==> src/rtl/downsample_sys_ctrl.sv <==
// System sequencer for the downsampling core: boot, wait for completion, then stream the
// result window from data memory on a valid/ready port. `DSC_CHECKSUM_EN adds a checksum port.

module downsample_sys_ctrl #(
    parameter int ADDR_W      = 19,
    parameter int DATA_W      = 8,
    parameter int OUT_BASE    = 0,
    parameter int OUT_LEN     = 16384,
    parameter int TIMEOUT_CYC = 0,
    parameter int TO_W        = 32
) (
    input  logic              clk,
    input  logic              rst_n,
    input  logic              start,
    output logic              power_on,
    input  logic              proc_status,
    output logic [ADDR_W-1:0] ext_addr,
    input  logic [DATA_W-1:0] ext_data,
    output logic              m_valid,
    input  logic              m_ready,
    output logic [DATA_W-1:0] m_data,
    output logic              m_last,
    output logic              busy,
    output logic              done,
    output logic              err_timeout
`ifdef DSC_CHECKSUM_EN
    ,
    output logic [15:0]       checksum
`endif
);

    localparam int CNT_W = $clog2(OUT_LEN + 1);
    localparam logic [CNT_W-1:0]  LEN_C   = CNT_W'(OUT_LEN);
    localparam logic [CNT_W-1:0]  LAST_C  = CNT_W'(OUT_LEN - 1);
    localparam logic [TO_W-1:0]   TO_LAST = TO_W'(TIMEOUT_CYC - 1);
    localparam logic [ADDR_W-1:0] BASE_C  = ADDR_W'(OUT_BASE);

    typedef enum logic [2:0] {
        S_IDLE,
        S_BOOT,
        S_RUN,
        S_DRAIN,
        S_DONE
    } state_t;

    state_t            state_q, state_d;
    logic [CNT_W-1:0]  rd_cnt_q, rd_cnt_d;
    logic [CNT_W-1:0]  out_cnt_q, out_cnt_d;
    logic [TO_W-1:0]   to_cnt_q, to_cnt_d;
    logic              err_q, err_d;
    logic              rd_pend_q, rd_pend_d;
    logic [DATA_W-1:0] fifo_q [2];
    logic [DATA_W-1:0] fifo_d [2];
    logic              wr_ptr_q, wr_ptr_d;
    logic              rd_ptr_q, rd_ptr_d;
    logic [1:0]        fifo_cnt_q, fifo_cnt_d;
    logic              issue;
    logic              xfer;
    logic [2:0]        occ;

    assign m_valid     = (fifo_cnt_q != 2'd0);
    assign m_data      = fifo_q[rd_ptr_q];
    assign m_last      = m_valid && (out_cnt_q == LAST_C);
    assign xfer        = m_valid && m_ready;
    assign ext_addr    = BASE_C + ADDR_W'(rd_cnt_q);
    assign busy        = (state_q == S_BOOT) || (state_q == S_RUN) || (state_q == S_DRAIN);
    assign power_on    = busy;
    assign done        = (state_q == S_DONE);
    assign err_timeout = err_q;

    // Occupancy after this cycle's pop: counting the departing word lets a read issue
    // every cycle under full throughput while never overrunning the 2-entry buffer.
    assign occ = 3'(fifo_cnt_q) + 3'(rd_pend_q) - 3'(xfer);

    // NOTE: every signal written in an always_comb gets a default first, so no path leaves
    // it unassigned and no latch is inferred.
    always_comb begin
        state_d   = state_q;
        rd_cnt_d  = rd_cnt_q;
        out_cnt_d = out_cnt_q;
        to_cnt_d  = to_cnt_q;
        err_d     = err_q;
        issue     = 1'b0;

        case (state_q)
            S_IDLE: begin
                rd_cnt_d  = '0;
                out_cnt_d = '0;
                to_cnt_d  = '0;
                err_d     = 1'b0;
                if (start) state_d = S_BOOT;
            end
            S_BOOT: begin
                to_cnt_d = '0;
                if (!proc_status) state_d = S_RUN;
            end
            S_RUN: begin
                to_cnt_d = to_cnt_q + TO_W'(1);
                if (proc_status) begin
                    state_d = S_DRAIN;
                end else if ((TIMEOUT_CYC > 0) && (to_cnt_q == TO_LAST)) begin
                    err_d   = 1'b1;
                    state_d = S_DONE;
                end
            end
            S_DRAIN: begin
                issue = (rd_cnt_q < LEN_C) && (occ < 3'd2);
                if (issue) rd_cnt_d = rd_cnt_q + CNT_W'(1);
                if (xfer) begin
                    out_cnt_d = out_cnt_q + CNT_W'(1);
                    if (out_cnt_q == LAST_C) state_d = S_DONE;
                end
            end
            S_DONE: begin
                if (start) begin
                    state_d   = S_BOOT;
                    rd_cnt_d  = '0;
                    out_cnt_d = '0;
                    to_cnt_d  = '0;
                    err_d     = 1'b0;
                end
            end
            default: state_d = S_IDLE;
        endcase
    end

    always_comb begin
        rd_pend_d  = issue;
        fifo_d     = fifo_q;
        wr_ptr_d   = wr_ptr_q;
        rd_ptr_d   = rd_ptr_q;
        fifo_cnt_d = fifo_cnt_q + 2'(rd_pend_q) - 2'(xfer);
        if (rd_pend_q) begin
            fifo_d[wr_ptr_q] = ext_data;
            wr_ptr_d         = ~wr_ptr_q;
        end
        if (xfer) rd_ptr_d = ~rd_ptr_q;
    end

    // NOTE: sequential state uses non-blocking assignments so every flop samples the
    // pre-edge values regardless of process ordering.
    always_ff @(posedge clk or negedge rst_n) begin
        if (!rst_n) begin
            state_q    <= S_IDLE;
            rd_cnt_q   <= '0;
            out_cnt_q  <= '0;
            to_cnt_q   <= '0;
            err_q      <= 1'b0;
            rd_pend_q  <= 1'b0;
            wr_ptr_q   <= 1'b0;
            rd_ptr_q   <= 1'b0;
            fifo_cnt_q <= '0;
        end else begin
            state_q    <= state_d;
            rd_cnt_q   <= rd_cnt_d;
            out_cnt_q  <= out_cnt_d;
            to_cnt_q   <= to_cnt_d;
            err_q      <= err_d;
            rd_pend_q  <= rd_pend_d;
            wr_ptr_q   <= wr_ptr_d;
            rd_ptr_q   <= rd_ptr_d;
            fifo_cnt_q <= fifo_cnt_d;
        end
    end

    // NOTE: the two buffer entries are reset on purpose: m_data is read straight from them
    // and must be 0 out of reset; larger storage arrays would normally stay unreset.
    always_ff @(posedge clk or negedge rst_n) begin
        if (!rst_n) begin
            fifo_q[0] <= '0;
            fifo_q[1] <= '0;
        end else begin
            fifo_q <= fifo_d;
        end
    end

`ifdef DSC_CHECKSUM_EN
    logic [15:0] sum_q, sum_d;

    always_comb begin
        sum_d = sum_q;
        if (((state_q == S_IDLE) || (state_q == S_DONE)) && start) begin
            sum_d = '0;
        end else if (xfer) begin
            sum_d = sum_q + 16'(m_data);
        end
    end

    always_ff @(posedge clk or negedge rst_n) begin
        if (!rst_n) sum_q <= '0;
        else        sum_q <= sum_d;
    end

    assign checksum = sum_q;
`endif

endmodule

==> config.mk <==
export PLATFORM = sky130hd
export DESIGN_NAME = downsample_sys_ctrl
export DESIGN_NICKNAME = d
export VERILOG_FILES = /design/src/rtl/downsample_sys_ctrl.sv
export SDC_FILE = /design/constraint.sdc
export NUM_CORES = 1
export LEC_CHECK = 0
export ABC_AREA = 0
export CORE_ASPECT_RATIO = 0.75
export CORE_MARGIN = 2
export CORE_UTILIZATION = 49
export CTS_CLUSTER_SIZE = 25
export DETAILED_ROUTE_END_ITERATION = 8
export HOLD_SLACK_MARGIN = 0.1
export PLACE_DENSITY = 0.74
export SETUP_SLACK_MARGIN = 0.2
export SYNTH_ARGS = -nofsm -noshare
export SYNTH_HDL_FRONTEND = slang
export SYNTH_SLANG_ARGS = --single-unit
==> constraint.sdc <==
create_clock -name clk -period 2.85 [get_ports clk]
set_input_delay 0.57 -clock clk [delete_from_list [all_inputs] [get_ports clk]]
set_output_delay 0.57 -clock clk [all_outputs]
set_load 0.01 [all_outputs]
==> reports/results.tsv <==
metric	value	unit
cp.arrival	2.91	ns
irDropWorstVdd	0.456	mV
seqPwrFrac	0.314	
final_nets	362	
finalNonFillerCells	423	
yosysTopAreaCell	dfrtp_1	
critPathMaxFanout	5	
endpoint	rd_cnt_q[5]	
pwr-share-clk	0.159	
p_per_area	1040	nW/um^2
routed_wl	6.71	mm
leakage	1.60	nW
avgSynthCellArea	10.1	um^2
crit_type	reg2reg	
synth-simple-area-share	0.213	
worstPathRequired	3.03	ns
max-cap-violations	0	
drc	0	
firstDrtPassIters	4	
period_share	0.958	
diodes	0	
post-dp-hpwl	4.49	mm
avgRoutedWirePerCell	15.9	um
critical_path.startpoint	fifo_cnt_q[1]	
slew_headroom	0.461	
grt_pass1_vias	2331	
drt-initial-drc-count	116	
slowest_stage	dfrtp_2	
area_growth	28.6	%
critPathTopFamily	compound AO/OA/AOI/OAI gates	
finalCriticalPeriod	2.73	ns
yosysWarnings	0	
holdWs	0.292	ns
hold_path_class	in2async	
switching_power	0.00154	W
drive_above_1_share	0.217	
globalplace.congestion	0.805	
synth-xor-area-share	0.0118	
synth_top_family_by_area	simple AND/OR/NAND/NOR gates	
worst_clock_skew	0.00909	ns
dp.cells	407	
synth.cell_area	2960	um^2
die_h	71.3	um
start_util	0.508	
cp_cell_sequence	o21ai_4 > inv_2 > ha_4 > inv_2 > ha_4 > fa_2 > xnor2_2 > o31a_1 > buf_4 > buf_4 > o311ai_4 > o41ai_2	
synth_edf_count	0	
core	5830	um^2
dieArea	6690	um^2
worstSetupEndpointType	flop	
synth_top_area_share	0.456	
slowest_delay	0.44	ns
post-route-util	0.654	
cp_num_buf_inv	4	
htreeDepth	2	
r2r_slack	0.12	ns
grt_overflow	0	
grt_max_degree	39	
r2r_start	fifo_cnt_q[1]	
slew_viol_final	0	
swShare	0.389	
clkTransAtPathRegs	0.10	ns
rsz0062_at_grt	true	
hold_violations	0	
synthMuxAreaShare	0.128	
max-clock-path-buffers	2	
comb_power_share	0.527	
cts_buffers	5	
grt_pass1_wl	10.8	mm
root_buffer	clkbuf_8	
max_slew.worst_pin.slew	0.806	ns
syn_inst	293	
finalSetupViolCount	0	
via_count	2430	
clk_latency	0.32	ns
portBuffers	40	
synth_compound_area_frac	0.111	
synth.area.top_cells	dfrtp_1 (46%), mux2_2 (9.1%), o31ai_1 (3.8%)	
path_depth	12	
r2r_end	rd_cnt_q[5]	
placementRows	24	
cts_tree	yes	
r2r_cells	12	
ys_ff_latch	54	
antenna_found_initial	0	
clock-sinks	54	
ios	46	
outcome	complete, no violations	
ant_nets	0	
synth_ff_type	dfrtp_1	
synthAdderAreaFrac	0.0237	
fmax	0.366	GHz
cts_hold_buf	0	
critPathLaunchType	flop	
p_int	0.00242	W
yosysSeqAreaShare	0.456	
vias_per_cell	5.74	
ys_async_sr_fraction	1.00	
grt_usage	0.202	
die_w	93.8	um
ys_types	43	
[state kept, by name (all words and copies together), names as in the netlist]
| name | count |
|---|---|
| rd_cnt_q | 15 |
| wr_ptr_q | 1 |
| state_q | 3 |
| rd_ptr_q | 1 |
| fifo_cnt_q | 2 |
| fifo_q | 16 |
| out_cnt_q | 15 |
| rd_pend_q | 1 |
[worst min path at each step]
stage / end / depth (start not counted) / start / slack, ns
6_report: out_cnt_q[6] / 1 / rst_n / 0.29
5_1_grt: out_cnt_q[10] / 1 / rst_n / 0.35
4_1_cts: out_cnt_q[2] / 1 / rst_n / 0.31
3_5_place_dp: wr_ptr_q / 1 / wr_ptr_q / 0.48
3_3_place_gp: wr_ptr_q / 1 / wr_ptr_q / 0.48
2_1_floorplan: fifo_cnt_q[0] / 0 / rst_n / 0.27
[cells by family (layout without fill, tap and decap cells)]
| family | Yosys count | in the layout |
|---|---|---|
| AOI/OAI and AO/OA | 50 | 50 |
| xor gates and xnor gates | 4 | 4 |
| adders and majority gates | 5 | 5 |
| buffers and inverters | 32 | 80 |
| DFF | 54 | 54 |
| muxes | 35 | 35 |
| other | 1 | 5 |
| and+or+nand+nor | 112 | 112 |
[synth_stat cells (4+ instances only)]
master and count:
a21oi_1 18, and2_1 4, and4_1 4, buf_2 4, buf_4 6, clkbuf_1 10
dfrtp_1 54, ha_1 4, inv_1 10, mux2_2 24, mux2i_1 11, nand2_1 27
nand2b_1 13, nand3_1 14, nand4_1 9, nor2_1 6, nor3_1 7, nor4_1 5
o21ai_0 7, o31ai_1 15, or4_1 13
[layer usage]
metal	wire length [um]	GRT usage
met1	3310	0.286
met2	3010	0.306
met3	293	0.0473
met4	97	0.0757
met5	0	0
[repair_timing]
| action | CTS | global route |
|---|---|---|
| cloned | 0 | 0 |
| gates resized for setup | 7 | 15 |
| setup buffers | 6 | 2 |
| pin swaps | 6 | 1 |
| endpoints found under the setup margin | 15 | 13 |
[final cells by class]
class / instances / area [um^2]
clock inverter: 2 / 60.1
inverter: 10 / 37.5
timing repair buffer: 62 / 573
tap: 78 / 97.6
clock buffer: 6 / 82.6
fill: 454 / 2020
sequential: 54 / 1350
multi-input combinational: 211 / 1610
[metrics by stage]
stage / total power, W / area, um^2 / setup WS [ns] / setup TNS, ns
final: 0.00396 / 3810 / 0.119 / 0
after global routing: 0.00420 / 3810 / 0.0438 / 0
after CTS: 0.00375 / 3720 / 0.166 / 0
after detailed placement: 0.00299 / 3500 / -0.399 / -4.13
after global placement: 0.00293 / 3500 / -0.340 / -3.70
after floorplan: 0.00229 / 3030 / 0.191 / 0
[layout by cell type, fill, tap and decap left out, types with 11 or more instances in the layout]
master and count:
o31ai_1 13, clkdlybuf4s50_1 37, buf_4 19, a21oi_1 18
mux2i_1 11, dfrtp_1 53, or4_1 13, nand3_1 14
nand2_1 27, nand2b_1 13, mux2_2 24
[power by group through the flow]
stage / clock [W] / sequential (W) / combinational, W
after floorplan: 0 / 0.00117 / 0.00112
after global placement: 0 / 0.00124 / 0.00169
after detailed placement: 0 / 0.00126 / 0.00173
after CTS: 0.000639 / 0.00124 / 0.00187
after global routing: 0.000672 / 0.00128 / 0.00225
final: 0.000632 / 0.00125 / 0.00209
No activity file was read; power rests on OpenSTA's default activity.
